==> src/rtl/iter_ctrl.sv <==
// iter_ctrl: sequencer for the iterative compare/merge datapath.
// A run starts with a clear strobe and then issues exactly n_lat step enables.
// It then captures the datapath output and ends with a one-cycle done pulse.
// Requests above MAX_ITER are clamped. abort returns to idle from any busy state
// without pulsing done and without updating result.
//
// Ports:
//   clk      system clock
//   rst      synchronous, active-high reset
//   start    run request, sampled only in idle
//   n_iter   requested iteration count, sampled with start
//   abort    terminate current run (also blocks a start in idle)
//   busy     high whenever the sequencer is not idle
//   done     one-cycle pulse: run completed, result valid
//   dp_rst   datapath clear strobe
//   dp_en    datapath step enable
//   dp_y     datapath output
//   result   captured dp_y of the last completed run
//   iter_cnt number of steps issued in the current/last run
module iter_ctrl #(
  parameter int unsigned W        = 32,
  parameter int unsigned CNT_W    = 7,
  parameter int unsigned MAX_ITER = 99
) (
  input  logic             clk,
  input  logic             rst,
  input  logic             start,
  input  logic [CNT_W-1:0] n_iter,
  input  logic             abort,
  output logic             busy,
  output logic             done,
  output logic             dp_rst,
  output logic             dp_en,
  input  logic [W-1:0]     dp_y,
  output logic [W-1:0]     result,
  output logic [CNT_W-1:0] iter_cnt
);

  localparam logic [CNT_W-1:0] MaxIter = CNT_W'(MAX_ITER);
  localparam logic [CNT_W-1:0] CntOne  = CNT_W'(1);

  typedef enum logic [2:0] {StIdle, StInit, StRun, StCapt, StDone} state_e;

  state_e           state_q, state_d;
  logic [CNT_W-1:0] n_lat_q, n_lat_d;
  logic [CNT_W-1:0] cnt_q, cnt_d;
  logic [W-1:0]     result_q, result_d;
  logic [CNT_W-1:0] n_clamp;

  // Unsigned clamp of the requested count.
  assign n_clamp = (n_iter > MaxIter) ? MaxIter : n_iter;

  always_ff @(posedge clk) begin
    if (rst) begin
      state_q  <= StIdle;
      n_lat_q  <= '0;
      cnt_q    <= '0;
      result_q <= '0;
    end else begin
      state_q  <= state_d;
      n_lat_q  <= n_lat_d;
      cnt_q    <= cnt_d;
      result_q <= result_d;
    end
  end

  always_comb begin
    state_d  = state_q;
    n_lat_d  = n_lat_q;
    cnt_d    = cnt_q;
    result_d = result_q;
    unique case (state_q)
      StIdle: begin
        // abort beats a simultaneous start.
        if (start && !abort) begin
          n_lat_d = n_clamp;
          cnt_d   = '0;
          state_d = StInit;
        end
      end
      StInit: begin
        if (abort) begin
          state_d = StIdle;
        end else if (n_lat_q != '0) begin
          state_d = StRun;
        end else begin
          state_d = StCapt;
        end
      end
      StRun: begin
        // cnt_q freezes on abort; it holds the number of steps actually issued.
        if (abort) begin
          state_d = StIdle;
        end else begin
          cnt_d = cnt_q + CntOne;
          if (cnt_q == n_lat_q - CntOne) begin
            state_d = StCapt;
          end
        end
      end
      StCapt: begin
        if (abort) begin
          state_d = StIdle;
        end else begin
          result_d = dp_y;
          state_d  = StDone;
        end
      end
      StDone: begin
        state_d = StIdle;
      end
      default: begin
        state_d = StIdle;
      end
    endcase
  end

  assign busy     = (state_q != StIdle);
  assign dp_rst   = (state_q == StInit);
  assign dp_en    = (state_q == StRun) && !abort;
  assign done     = (state_q == StDone);
  assign result   = result_q;
  assign iter_cnt = cnt_q;

endmodule
==> config.mk <==
export PLATFORM = sky130hd
export DESIGN_NAME = iter_ctrl
export DESIGN_NICKNAME = d
export VERILOG_FILES = /design/src/rtl/iter_ctrl.sv
export SDC_FILE = /design/constraint.sdc
export NUM_CORES = 1
export LEC_CHECK = 0
export ABC_CLOCK_PERIOD_IN_PS = 1400
export CAP_MARGIN = 20
export CORE_MARGIN = 2
export CORE_UTILIZATION = 38
export DETAILED_ROUTE_END_ITERATION = 16
export PLACE_DENSITY_LB_ADDON = 0.05
export SLEW_MARGIN = 20
export SYNTH_ARGS = -nofsm -noshare
export SYNTH_HDL_FRONTEND = slang
export SYNTH_SLANG_ARGS = --single-unit
export TNS_END_PERCENT = 5
==> constraint.sdc <==
create_clock -name clk -period 1.4 [get_ports clk]
set_input_delay 0.21 -clock clk [delete_from_list [all_inputs] [get_ports clk]]
set_output_delay 0.21 -clock clk [all_outputs]
set_load 0.02 [all_outputs]
==> Word-level counts from Yosys, hierarchy flattened <==
Cells that the tools add are included.
{ "op_classes": {"mux": 11, "bitwise_logic": 1, "n_eq_ne": 8, "n_reduce_logical": 11, "n_addsub": 2, "order_cmp": 1} }
{ "op_table": {"columns": ["cell", "n"], "rows": [
  ["7-bit 2-to-1 mux", 3],
  ["7-bit case mux with 2 select lines", 1],
  ["3-bit 2-to-1 mux", 4],
  ["3-bit case mux with 4 select lines", 1],
  ["7-bit by 1-bit adder with 7-bit output (second input constant)", 1],
  ["7-bit == test", 1],
  ["7-bit > comparator (second input constant)", 1],
  ["7-bit nonzero test", 1],
  ["7-bit by 1-bit subtractor with 7-bit output (second input constant)", 1],
  ["3-bit by 2-bit == test with 1-bit output (second input constant)", 2],
  ["2-bit AND reduction", 3],
  ["2-bit inequality test (second input constant)", 2],
  ["3-bit by 1-bit == test with 1-bit output (second input constant)", 1],
  ["3-bit == test (second input constant)", 1],
  ["3-bit logical NOT", 1],
  ["3-bit inequality test (second input constant)", 1],
  ["3-bit AND reduction", 1],
  ["3-bit nonzero test", 1],
  ["1-bit logical AND", 2],
  ["2-bit 2-to-1 mux", 1],
  ["2-bit nonzero test", 1],
  ["1-bit logical NOT", 1],
  ["1-bit 2-to-1 mux", 1],
  ["1-bit inverter", 1]
]} }
{ "totals": {"input_bits": 43, "out_inout_bits": 43, "word_cells": 38, "register_bits": 49} }

==> Depth between registers and ports, before layout <==
{ "logic_depth": {"word_depth": 5, "depth_mapped": 7} }

==> Worst setup path after synthesis <==
Ideal clock, no wire load.
{ "synth_path": {"path_type": "reg-to-reg", "from": "register n_lat_q[0]", "to": "register state_q[0]", "n_path_buf": 0, "synth_period_minus_slack_ns": 1.459, "path_slack_ns": -0.059, "setup_ns": 0.070, "arrival_time_ns": 1.389, "t_required_ns": 1.330, "path_stages_with_launch": 8, "cell_sequence": "dfxtp_1 > inv_1 > ha_1 > xnor2_1 > a211oi_2 > o211ai_1 > nand4b_1 > a21oi_1"} }
{ "synth_via": {"elab_chain_cells": 4, "elab_cells_between_ends": 8, "classes_between": "1 x add/sub; 2 x eq/ne; 3 x mux; 2 x reduce/logical"} }
{ "synth_rtl": {"columns": ["element", "line_no", "source"], "rows": [
  ["start: declaration", "45", "logic [CNT_W-1:0] n_lat_q, n_lat_d;"],
  ["start signal: assignment", "61", "n_lat_q <= n_lat_d;"],
  ["7-bit by 1-bit subtractor with 7-bit output or 7-bit nonzero test (tied branches)", "96, 84", null],
  ["7-bit == test or 1-bit 2-to-1 mux (tied branches)", "96, 84", null],
  ["3-bit inequality test (no source line) or 2-bit 2-to-1 mux (tied branches)", null, null],
  ["2-bit AND reduction (no source line) or 3-bit case mux with 4 select lines (tied branches)", null, null],
  ["end signal: assignment", "55", "state_q <= StIdle;"],
  ["end signal: assignment", "60", "state_q <= state_d;"],
  ["end: declaration", "44", "state_e state_q, state_d;"]
]} }
Parallel ways exist; a longest one is shown, timed or not.
A chain may end at the register's enable or synchronous reset.

==> Worst setup path after layout <==
Ends and elaborated chain as after synthesis.

==> results.md <==
- Final Worst Setup Slack: -0.112 ns
- Synth async-reset ratio: 0%
- CTS Sinks: slightly below 50
- WL/cell: about 12 um
- CTS root buf: clkbuf_8
- N_diodes: 0
- Detail Route Antenna Nets: 0
- DR iter-0 viols: about 100
- Hold slack: around 0.35 ns
- Mapped Cells: between 200 and 300
- Maxcap violations: 0
- Syn avg cell area: 8.18 um^2
- Final Setup Violations: 1
- Clock transition at path regs: 0.09 ns
- Commonest cells post-synth: nand2_1, dfxtp_1, a21oi_1
- Maximum vdd ir drop: between 0.0009 and 0.001 V
- Cts bufs inserted: 5
- First-pass iteration count of the detailed router: 4
- Die ar.: 6030 um^2
- Worst setup path class: flop to flop
- DR vias: 2023
- Die Y: 77.7 um
- Critical path launch point type: flop
- FF+latch count, synth: 49
- Unrepaired setup endpoints after global routing: yes
- Post-synth top area share: ~48%
- Min Clock Period, post-route: 1.51 ns
- Core area: about 5200 um^2
- Hold Path Class: primary input to flop
- Grt ovf: 0
- Row Count: 26
- DRC Markers: 0
- Part of the Yosys area used for sequential elements: a little under half
- Type of element capturing the critical path: flop
- Worst hold start: abort
- Slew margin rel.: between 70% and 80%
- Place WS: -0.397 ns
- GPL Wtd Cong: 0.825
- Area grow syn2layout: 60.7%
- Syn_nets: roughly 300
- GR Util All Layers: between 15 and 20%
- Worst Path Arrival: 1.75 ns
- Fin nets: 403
- Setup TNS: -0.112 ns
- Most used DFF post-synth: dfxtp_1
- DP Wirelength: between 3000 and 4000 um
- Final Max Slew Viols: 0
- Detailed-route wire length: around 5200 um
- Crit path from: n_lat_q[0]
- Hold Violations, Final: 0
- Initial antenna violation count: 0
- Post-synthesis cell area: just over 2000 um^2
- Boundary pin count: 86
- H-tree Lvls: 2
- Layout cell share with drive strength beyond 1: around a fifth
- Slew @ Worst Pin: roughly 0.43 ns
- DP Area: roughly 3200 um^2
- Final clock skew: about 0.011 ns
- Total number of yosys warnings: 0
- Longest Clk Path Bufs: 2
- Synth cell types: 36
- CTS tree: built
- Crit-path max FO: 3
- Post-synth EDFFs: 0
- Vias in the first global route: around 1900
- Status: finished with violations
- CP required: between 1.5 and 2 ns
- Reg2Reg Launch Point: n_lat_q[0]
- First-pass GRT wire length: 8510 um
- LEAKAGE: approximately 0.0014 uW
- Final worst path period share: 108%
- Most frequent cell after synthesis: nand2_1
- # port buffers: 85
- Pin count of the biggest net entering global routing: 38
- Post-synth top area cell: dfxtp_1
- Power per cell area: around 870 nW/um^2
- Initial Utilization: 39.9%
- Chip width: between 70 and 80 um
- Achievable Freq: ~660 MHz
- Failing checks: negative setup slack
- Worst-Skew Late Latency: about 0.3 ns
- Final Instance Area: 3310 um^2
- Top post-synthesis cells by area: dfxtp_1, nand2_1, a21oi_1, xnor2_1, xor2_1
- Via/cell ratio: 4.73
- Power Total: 2900 uW
[final cells by class]
cell class	count	area [um^2]
repair buffers	114	1030
fillers	484	1860
well taps	70	87.6
multi-input cells	182	1080
flip-flops and latches	49	992
inverters	6	22.5
clock inverters	2	35.0
clock buffers	5	68.8
[cells by family (layout without fill, tap and decap cells)]
group / count (synthesis) / after routing / share of synthesized area (%)
AND/OR/NAND/NOR: 113 / 113 / 26.0
flip-flops: 49 / 49 / 47.6
XOR/XNOR: 15 / 15 / 6.37
multiplexers: 1 / 1 / 0.485
buffers and inverters: 21 / 127 / 4.49
AO/OA/AOI/OAI: 51 / 51 / 13.8
adder cells (fa/ha/maj): 2 / 2 / 1.21
[placed cells by master, fill, tap and decap left out, drive strengths merged]
cell,count
a211oi,4
a21oi,40
and2,1
and3b,1
buf,33
bufinv,1
clkbuf,5
clkdlybuf4s50,41
clkinv,1
dfxtp,49
dlygate4sd2,39
dlymetal6s2s,1
ha,2
inv,6
mux2i,1
nand2,75
nand2b,3
nand3,4
nand3b,1
nand4,2
nand4b,2
nor2,10
nor3,6
nor3b,2
nor4,2
nor4bb,1
o2111ai,2
o211ai,2
o21a,1
o21ai,2
or3,2
or4,1
xnor2,10
xor2,5
[state kept, by name, summed over array words and instances (netlist names)]
signal	count
n_lat_q	7
result	32
state_q	3
iter_cnt	7
[routing by layer]
metal  GRT usage, %  share of wire, %  vias up
met3           6.05               6.9        6
met5              0                 0        -
met2           27.8                46       50
met1           22.1                46      919
met4           5.36               1.2        0
li1               -                 -     1048
[metrics by stage]
| stage | utilization, % | std cells |
|---|---|---|
| finish | 64.1 | 428 |
| global route | 64.1 | 428 |
| CTS | 62.7 | 427 |
| detailed placement | 61.8 | 420 |
| global placement | 61.8 | 420 |
| floorplan | - | 252 |
[report_power, final]
group	switching, uW	internal (uW)	total (uW)
registers	32.7	1420	1450
clock network	446	519	966
logic	191	290	481
total	670	2230	2900
[timing repair]
action,CTS,global route
gates resized for setup,61,23
setup buffers,0,1
hold buffers,0,0
setup endpoints to repair,79,44
pin swaps,0,5
[path summary, 6_finish.rpt]
check / slack [ns] / end / depth (start not counted)
setup / recovery: -0.11 / state_q[0] / 5
hold reg to reg: 0.45 / result[22] / 2
hold / removal: 0.35 / state_q[1] / 3
setup reg to reg: -0.11 / state_q[0] / 5
[critical path: stages, from the launching register on]
cell	delay [ns]
dfxtp_2	0.34
or3_4	0.41
a211oi_2	0.20
o211ai_1	0.13
nand4b_1	0.23
a21oi_1	0.14
(Power assumes the default switching activity.)
